[src/rtl/kong_pkg.sv]
// Shared keypad definitions for the Kong player-input path.
// Key indices follow row*4 + col on the 4x4 matrix.
package kong_pkg;

  localparam int unsigned KEY_UP    = 1;
  localparam int unsigned KEY_LEFT  = 4;
  localparam int unsigned KEY_JUMP  = 5;
  localparam int unsigned KEY_RIGHT = 6;
  localparam int unsigned KEY_DOWN  = 9;

  typedef logic [15:0] keypad_bits;

endpackage

[src/rtl/kong_keypad_scanner.sv]
// Column scanner for the 4x4 keypad: synchronizes rows, walks the columns and
// assembles a full-matrix snapshot, flagging the cycle on which a scan completes.
module kong_keypad_scanner
  import kong_pkg::*;
#(
  parameter int unsigned SCAN_DIV = 1000
) (
  input  logic       clk,
  input  logic       resetN,
  input  logic [3:0] row_n,
  output logic [3:0] col_n,
  output keypad_bits snapshot,
  output logic       scan_done
);

  localparam int unsigned SlotW = $clog2(SCAN_DIV);
  localparam logic [SlotW-1:0] SlotLast = SlotW'(SCAN_DIV - 1);

  logic [3:0]       row_meta_q, row_sync_q;
  logic [SlotW-1:0] slot_q, slot_d;
  logic [1:0]       col_q, col_d;
  keypad_bits       snap_q, snap_d;
  logic             sample;

  always_ff @(posedge clk) begin
    if (resetN) begin
      row_meta_q <= '1;
      row_sync_q <= '1;
      slot_q     <= '0;
      col_q      <= '0;
      snap_q     <= '0;
    end else begin
      row_meta_q <= row_n;
      row_sync_q <= row_meta_q;
      slot_q     <= slot_d;
      col_q      <= col_d;
      snap_q     <= snap_d;
    end
  end

  always_comb begin
    sample = (slot_q == SlotLast);
    slot_d = sample ? '0 : slot_q + 1'b1;
    col_d  = sample ? col_q + 2'd1 : col_q;
    snap_d = snap_q;
    if (sample) begin
      for (int r = 0; r < 4; r++) begin
        snap_d[r*4 + int'(col_q)] = ~row_sync_q[r];
      end
    end
  end

  assign col_n     = ~(4'b0001 << col_q);
  // The snapshot is presented with the final column already merged, so the
  // debouncer can compare the complete matrix on the sampling cycle itself.
  assign snapshot  = snap_d;
  assign scan_done = sample && (col_q == 2'd3);

endmodule

[src/rtl/kong_keypad.sv]
// Keypad front end for Kong movement: debounces full-matrix scans, exposes
// direction levels, and turns each committed jump press into a one-frame request.
module kong_keypad
  import kong_pkg::*;
#(
  parameter int unsigned SCAN_DIV       = 1000,
  parameter int unsigned DEBOUNCE_SCANS = 4
) (
  input  logic       clk,
  input  logic       resetN,
  input  logic       startOfFrame,
  input  logic [3:0] row_n,
  output logic [3:0] col_n,
  output logic       ask_move_up,
  output logic       ask_move_down,
  output logic       ask_move_left,
  output logic       ask_move_right,
  output logic       ask_move_jump,
  output logic       any_key
);

  localparam int unsigned CntW = $clog2(DEBOUNCE_SCANS + 1);
  localparam logic [CntW-1:0] CntMax = CntW'(DEBOUNCE_SCANS);

  keypad_bits      snapshot;
  logic            scan_done;
  keypad_bits      prev_q, prev_d, stable_q, stable_d;
  logic [CntW-1:0] cnt_q, cnt_d;
  logic            jump_prev_q, jump_edge;
  logic            pending_q, pending_d;
  logic            jump_q, jump_d;
  logic            up_q, down_q, left_q, right_q, any_q;

  kong_keypad_scanner #(
    .SCAN_DIV(SCAN_DIV)
  ) u_scanner (
    .clk      (clk),
    .resetN   (resetN),
    .row_n    (row_n),
    .col_n    (col_n),
    .snapshot (snapshot),
    .scan_done(scan_done)
  );

  always_comb begin
    cnt_d    = cnt_q;
    prev_d   = prev_q;
    stable_d = stable_q;
    if (scan_done) begin
      prev_d = snapshot;
      if (snapshot == prev_q) begin
        if (cnt_q != CntMax) cnt_d = cnt_q + 1'b1;
        if (cnt_d == CntMax) stable_d = snapshot;
      end else begin
        cnt_d = '0;
      end
    end
  end

  // An edge coinciding with the frame pulse stays pending for the next frame.
  always_comb begin
    jump_edge = stable_q[KEY_JUMP] & ~jump_prev_q;
    pending_d = pending_q;
    jump_d    = jump_q;
    if (startOfFrame) begin
      jump_d    = pending_q;
      pending_d = jump_edge;
    end else if (jump_edge) begin
      pending_d = 1'b1;
    end
  end

  always_ff @(posedge clk) begin
    if (resetN) begin
      prev_q      <= '0;
      stable_q    <= '0;
      cnt_q       <= '0;
      jump_prev_q <= 1'b0;
      pending_q   <= 1'b0;
      jump_q      <= 1'b0;
      up_q        <= 1'b0;
      down_q      <= 1'b0;
      left_q      <= 1'b0;
      right_q     <= 1'b0;
      any_q       <= 1'b0;
    end else begin
      prev_q      <= prev_d;
      stable_q    <= stable_d;
      cnt_q       <= cnt_d;
      jump_prev_q <= stable_q[KEY_JUMP];
      pending_q   <= pending_d;
      jump_q      <= jump_d;
      up_q        <= stable_q[KEY_UP];
      down_q      <= stable_q[KEY_DOWN];
      left_q      <= stable_q[KEY_LEFT];
      right_q     <= stable_q[KEY_RIGHT];
      any_q       <= |stable_q;
    end
  end

  assign ask_move_up    = up_q;
  assign ask_move_down  = down_q;
  assign ask_move_left  = left_q;
  assign ask_move_right = right_q;
  assign ask_move_jump  = jump_q;
  assign any_key        = any_q;

endmodule

[config.mk]
export PLATFORM = sky130hd
export DESIGN_NAME = kong_keypad
export DESIGN_NICKNAME = d
export VERILOG_FILES = /design/src/rtl/kong_pkg.sv /design/src/rtl/kong_keypad_scanner.sv /design/src/rtl/kong_keypad.sv
export SDC_FILE = /design/constraint.sdc
export NUM_CORES = 1
export LEC_CHECK = 0
export CAP_MARGIN = 20
export CORE_UTILIZATION = 60
export CTS_CLUSTER_DIAMETER = 120
export DETAILED_ROUTE_END_ITERATION = 8
export PLACE_DENSITY = 0.78
export SETUP_SLACK_MARGIN = 0.2
export SYNTH_ARGS = -nofsm -noshare
export SYNTH_HDL_FRONTEND = slang
export SYNTH_SLANG_ARGS = --single-unit
[constraint.sdc]
create_clock -name clk -period 4.84 [get_ports clk]
set_clock_uncertainty 0.2 [all_clocks]
set_input_delay 0.968 -clock clk [delete_from_list [all_inputs] [get_ports clk]]
set_output_delay 0.968 -clock clk [all_outputs]
set_load 0.02 [all_outputs]
== Yosys cells after proc, flatten, opt, wreduce, memory -nomap -nowiden ==
Cells that the tools add are included.

* Latch bits: 0
* Logic and storage cells: 71
* Memories kept: 0
* Register bits: 79
* Output and inout port bits: 10
* ROM bits: 0
* RAM bits: 0
* Input bits: 7

* $add $sub $neg: 6
* $lt $le $gt $ge: 8
* Reduce and logical (&&, ||, !) cells: 9
* Bitwise gates (word level): 7
* Mux-type cells: 19
* Div/mod/pow operators: 0
* Equal/unequal tests: 5
* Multiply operators: 0
* Shifts and indexed selects: 1

{| class="wikitable"
|+ Operators by type and width
! operator !! count
|-
| 32-bit by 1-bit >= comparator with 1-bit output, second input constant || 3
|-
| 32-bit by 6-bit less-than comparator with 1-bit output, second input constant || 3
|-
| 16-bit bitwise mux || 4
|-
| 16-bit == test || 1
|-
| 16-bit 2-to-1 mux || 1
|-
| 16-bit OR reduction || 1
|-
| 1-bit demux with 4-bit select || 3
|-
| 3-bit 2-to-1 mux || 4
|-
| 10-bit by 1-bit adder with 10-bit output, second input constant || 1
|-
| 4-bit by 2-bit adder with 5-bit output, first input constant || 2
|-
| 10-bit == test, second input constant || 1
|-
| 1-bit 2-to-1 mux || 6
|-
| 1-bit logical AND || 5
|-
| 2-bit by 5-bit less-than comparator with 1-bit output, second input constant || 1
|-
| 1-bit inverter || 5
|-
| 3-bit by 2-bit adder with 4-bit output, first input constant || 1
|-
| 4-bit inverter || 1
|-
| 1-bit by 2-bit left shift with 4-bit output, first input constant || 1
|-
| 3-bit by 1-bit adder with 3-bit output, second input constant || 1
|-
| 3-bit == test, second input constant || 1
|-
| 3-bit != test, second input constant || 1
|-
| 3-bit AND reduction || 1
|-
| 2-bit by 1-bit adder with 2-bit output, second input constant || 1
|-
| 1-bit demux with 2-bit select || 1
|-
| other kinds (5) || 5
|}

== Depth between registers and ports, before layout ==
* Word-level depth: 14
* Gate-level depth with buffers: 11
* Mapped depth without buffers: 9

== Hierarchy ==
Synthesis repeated with hierarchy kept, for this count alone.

* Cells, all modules: 359
* Area, all modules: 3,495.9 um^2

{| class="wikitable"
|+ By module, submodules not included
! module !! area an instance (um^2) !! instances !! seq. area each (um^2) !! cells an instance
|-
| kong_keypad || 1,895.6 || 1 || 860.8 || 185
|-
| kong_keypad_scanner || 1,600.3 || 1 || 720.7 || 174
|}

== Worst setup path before layout ==
OpenSTA, ideal clock, no wires.

* Path type: reg-to-reg
* From: register u_scanner.col_q[0]
* To: register stable_q[10]
* Setup time: 0.121 ns
* Stages on the path, launching flop included: 12
* Required time: 4.519 ns
* Path buffers: 2
* Clock period less this slack: 2.928 ns
* Arrival time: 2.606 ns
* Path slack: 1.912 ns
* Cell sequence: dfxtp_1 -> inv_1 -> ha_1 -> nor2b_1 -> or3_1 -> a22oi_1 -> nand4bb_1 -> a221oi_1 -> and4_1 -> buf_6 -> buf_12 -> mux2_4

* Cells in the longest elaborated chain, start to end: 11
* Elaborated cells on any way between the ends: 32
* Classes of those cells: 3 x add/sub; 8 x order compare; 2 x eq/ne; 13 x mux; 6 x reduce/logical

{| class="wikitable"
|+ Ends and longest elaborated chain
! item !! RTL line !! RTL
|-
| from (decl) || kong_keypad_scanner.sv:21 || <nowiki>logic [1:0] col_q, col_d;</nowiki>
|-
| from (signal assigned) || kong_keypad_scanner.sv:36 || <nowiki>col_q <= col_d;</nowiki>
|-
| 3-bit by 2-bit adder with 4-bit output (tied with other cells) || kong_keypad_scanner.sv:48 || <nowiki>snap_d[r*4 + int'(col_q)] = ~row_sync_q[r];</nowiki>
|-
| 32-bit by 1-bit >= comparator with 1-bit output (not written as such) (tied with other cells) || kong_keypad_scanner.sv:48 ||
|-
| 1-bit logical AND (not written as such) / 1-bit 2-to-1 mux (equally long branches) || kong_keypad_scanner.sv:48 ||
|-
| 1-bit 2-to-1 mux (not written as such) / 1-bit demux with 2-bit select (equally long branches) || n/a ||
|-
| 1-bit demux with 4-bit select / 16-bit bitwise mux (equally long branches) || n/a ||
|-
| 16-bit bitwise mux (3 in series) || kong_keypad_scanner.sv:48 ||
|-
| 16-bit 2-to-1 mux || kong_keypad_scanner.sv:46 || <nowiki>if (sample) begin</nowiki>
|-
| 16-bit == test || kong_keypad.sv:51 || <nowiki>if (snapshot == prev_q) begin</nowiki>
|-
| 3-bit AND reduction (no source line) || n/a ||
|-
| to (signal assigned) || kong_keypad.sv:88 || <nowiki>stable_q <= stable_d;</nowiki>
|-
| to (decl) || kong_keypad.sv:27 || <nowiki>keypad_bits prev_q, prev_d, stable_q, stable_d;</nowiki>
|}

Parallel ways exist; a longest one is shown, timed or not.
A chain may end at the register's enable or synchronous reset.

== Worst setup path after layout ==
* From: register u_scanner.col_q[0]
* To: register stable_q[4]

The elaborated chain is that of the path after synthesis.

==> metrics.yaml <==
vdd_drop_max_v: 0.0002731
critPathArrivalTime_ps: 3770
total_power_uw: 1213
antenna_found_initial: 0
ys.flop_type: "dfxtp_1"
dpl_cell_area_um2: 3735
final_area_um2: 3949
ys_ff_latch: 79
synth_xor_area_frac: 0.04164
via_per_inst: 5.882
clkTransAtPathRegs_ps: 80
tightest_slew_ps: 1045
die_y_um: 79.20
portBuffers: 16
grt_max_degree: 59
synth_mux_area_frac: 0.08362
route.detailed.drc: 0
worstHoldPathType: "reg2reg"
ctsResizeCount: 0
leakage_uw: 0.001491
clock_sinks: 79
status: "finished clean"
setup_viol: 0
num-fill-cells: 451
ys_seq_area_frac: 0.4423
fin_setup_tns_ps: 0
root_buffer: "clkbuf_8"
clockBufferDepth: 2
slew_viol_final: 0
initial_core_util: 0.6338
async_reset_ff_frac: 0
track_usage: 0.2689
p_per_area_nw_per_um2: 307.3
hold_viol: 0
nNetsFinal: 412
vias: 2794
cts_buffers: 9
synth_simple_gate_area_frac: 0.2232
drv_cap: 0
synth_cell_types: 51
io_pins: 17
synth_compound_area_frac: 0.1417
dr.pass1.iters: 4
wire_per_inst_um: 16.28
critPathMaxFanout: 16
hold_buffers: 0
place_congestion: 0.9439
synthAdderAreaFrac: 0.02449
dieArea_um2: 6273
synthCells: 387
synth.area.top_cells: "dfxtp_1 (44%), nor2b_1 (5.8%), nor2_1 (5.1%)"
synth_edf_count: 0
yosys.area.top_type: "dfxtp_1"
setup.worst_path.end_class: "flip-flop"
post_cts_buffers: 0
clkLatencyLatePin_ps: 350
cts_tree: "yes"
fin_crit_ps: 3735
core_area_um2: 5642
htree_levels: 3
grt_pass1_vias: 2658
die_w_um: 79.20
grt-ovfl-total: 0
synth.most_common_cell: "dfxtp_1"
area_growth_pct: 10.43
yosysWarningCount: 0
cp-start-kind: "flip-flop"
avgSynthCellArea_um2: 9.240
drtIter0Drc: 183
fp-row-count: 27
drive_gt1_frac: 0.1092
synth_top_family_by_area: "simple AND/OR/NAND/NOR gates"
required_ps: 4880
slew_headroom: 0.3034
antenna_cells: 0
rsz0062_at_grt: "false"
synth_common_cells: "dfxtp_1 (79), nor2_1 (49), nor2b_1 (33)"
fmax_ghz: 0.2677
fin_crit_sh: 0.7717
synthesis.nets: 401
syn-cell-area_um2: 3576
path_class: "reg2reg"
wl_mm: 7.732
grt_pass1_wl_mm: 12.65
ant_nets: 0
hpwl_mm: 5.537
synth.top_cell.area_share: 0.4423
per-stage QoR:
step	setup WS, ps	utilization	hold WS, ps	std cells
after floorplan	1912	-	189.5	387
after global placement	1201	0.6620	190.5	459
after detailed placement	1145	0.6620	194.5	459
after CTS	1114	0.6999	213.4	475
after global routing	935.5	0.6999	224.3	475
final	1105	0.6999	211.7	475
worst max-delay path, cell delays in order (launching register included):
cell	delay (ps)
dfxtp_1	410
inv_1	90
ha_1	290
nor2b_1	190
or3_1	370
a22oi_1	230
nand4bb_1	130
a221oi_1	400
and4_1	890
mux2_2	410
flip-flops by register name, indices dropped and copies added (netlist names), 2 cells and up:
register,flops
u_scanner.row_meta_q,4
cnt_q,3
u_scanner.col_q,2
u_scanner.snap_q,16
prev_q,16
u_scanner.row_sync_q,4
stable_q,16
u_scanner.slot_q,10
worst paths after layout:
check,from,to,slack (ps),cells past startpoint
max,u_scanner.col_q[0]$_SDFFE_PP0N_,stable_q[4]$_SDFFE_PP0P_,1100,9
min,u_scanner.row_meta_q[0]$_SDFF_PP1_,u_scanner.row_sync_q[0]$_SDFF_PP1_,210,1
max reg2reg,u_scanner.col_q[0]$_SDFFE_PP0N_,stable_q[4]$_SDFFE_PP0P_,1100,9
min reg2reg,u_scanner.row_meta_q[0]$_SDFF_PP1_,u_scanner.row_sync_q[0]$_SDFF_PP1_,210,1
cell families after synthesis:
family	count (synthesis)
and+or+nand+nor	150
AOI/OAI and AO/OA	77
buffers and inverters	33
muxes	24
adders and majority gates	7
DFF	79
xor gates and xnor gates	17
per-layer routing:
metal,wire length [µm],vias to the layer above,track usage
met1,3407,1320,0.3439
met3,506,19,0.05287
met2,3615,79,0.4284
met5,0,-,0
li1,-,1376,-
met4,203,0,0.1382
power by group:
part | internal (µW) | switching (µW) | leakage, µW
logic | 11.2 | 15.5 | 0.000745
registers | 655 | 5.69 | 0.000639
clock network | 292 | 235 | 0.000107
final cells by class:
type                       count  area (µm²)  share of cell area
clock buffer                  11       131.4             0.03327
clock inverter                 5       82.58             0.02091
inverter                      16       60.06             0.01521
multi-input combinational    275        1841              0.4661
sequential                    79        1582              0.4005
tap                           72       90.09             0.02281
timing repair buffer          17       162.7             0.04119
placed cells by master, fill, tap and decap left out, types with 2 or more instances in the layout:
| master | netlist | final |
|---|---|---|
| inv_1 | 16 | 16 |
| nand3b_1 | 2 | 2 |
| or2_2 | 8 | 8 |
| nand2b_1 | 6 | 6 |
| nor3_1 | 3 | 3 |
| nand4_1 | 3 | 3 |
| nor2_1 | 49 | 49 |
| mux2_4 | 10 | 10 |
| nand2_1 | 14 | 14 |
| a31oi_1 | 2 | 2 |
| o21a_1 | 3 | 3 |
| dfxtp_1 | 79 | 79 |
| clkinv_4 | 0 | 2 |
| bufinv_16 | 0 | 2 |
| clkdlybuf4s50_1 | 0 | 15 |
| ha_1 | 7 | 7 |
| nand3_1 | 9 | 9 |
| mux2_2 | 7 | 7 |
| nor4_1 | 6 | 6 |
| a221oi_1 | 2 | 2 |
| and4_1 | 3 | 3 |
| clkbuf_8 | 0 | 9 |
| or3_1 | 6 | 6 |
| xnor2_1 | 5 | 5 |
| nor2b_1 | 33 | 33 |
| and3_1 | 3 | 3 |
| a21oi_1 | 28 | 28 |
| a211oi_1 | 13 | 13 |
| o22ai_1 | 2 | 2 |
| o32ai_1 | 2 | 2 |
| clkbuf_1 | 8 | 2 |
| xor2_1 | 12 | 12 |
| o21ai_0 | 14 | 14 |
| mux2i_1 | 7 | 7 |
No activity file was read; power rests on OpenSTA's default activity.
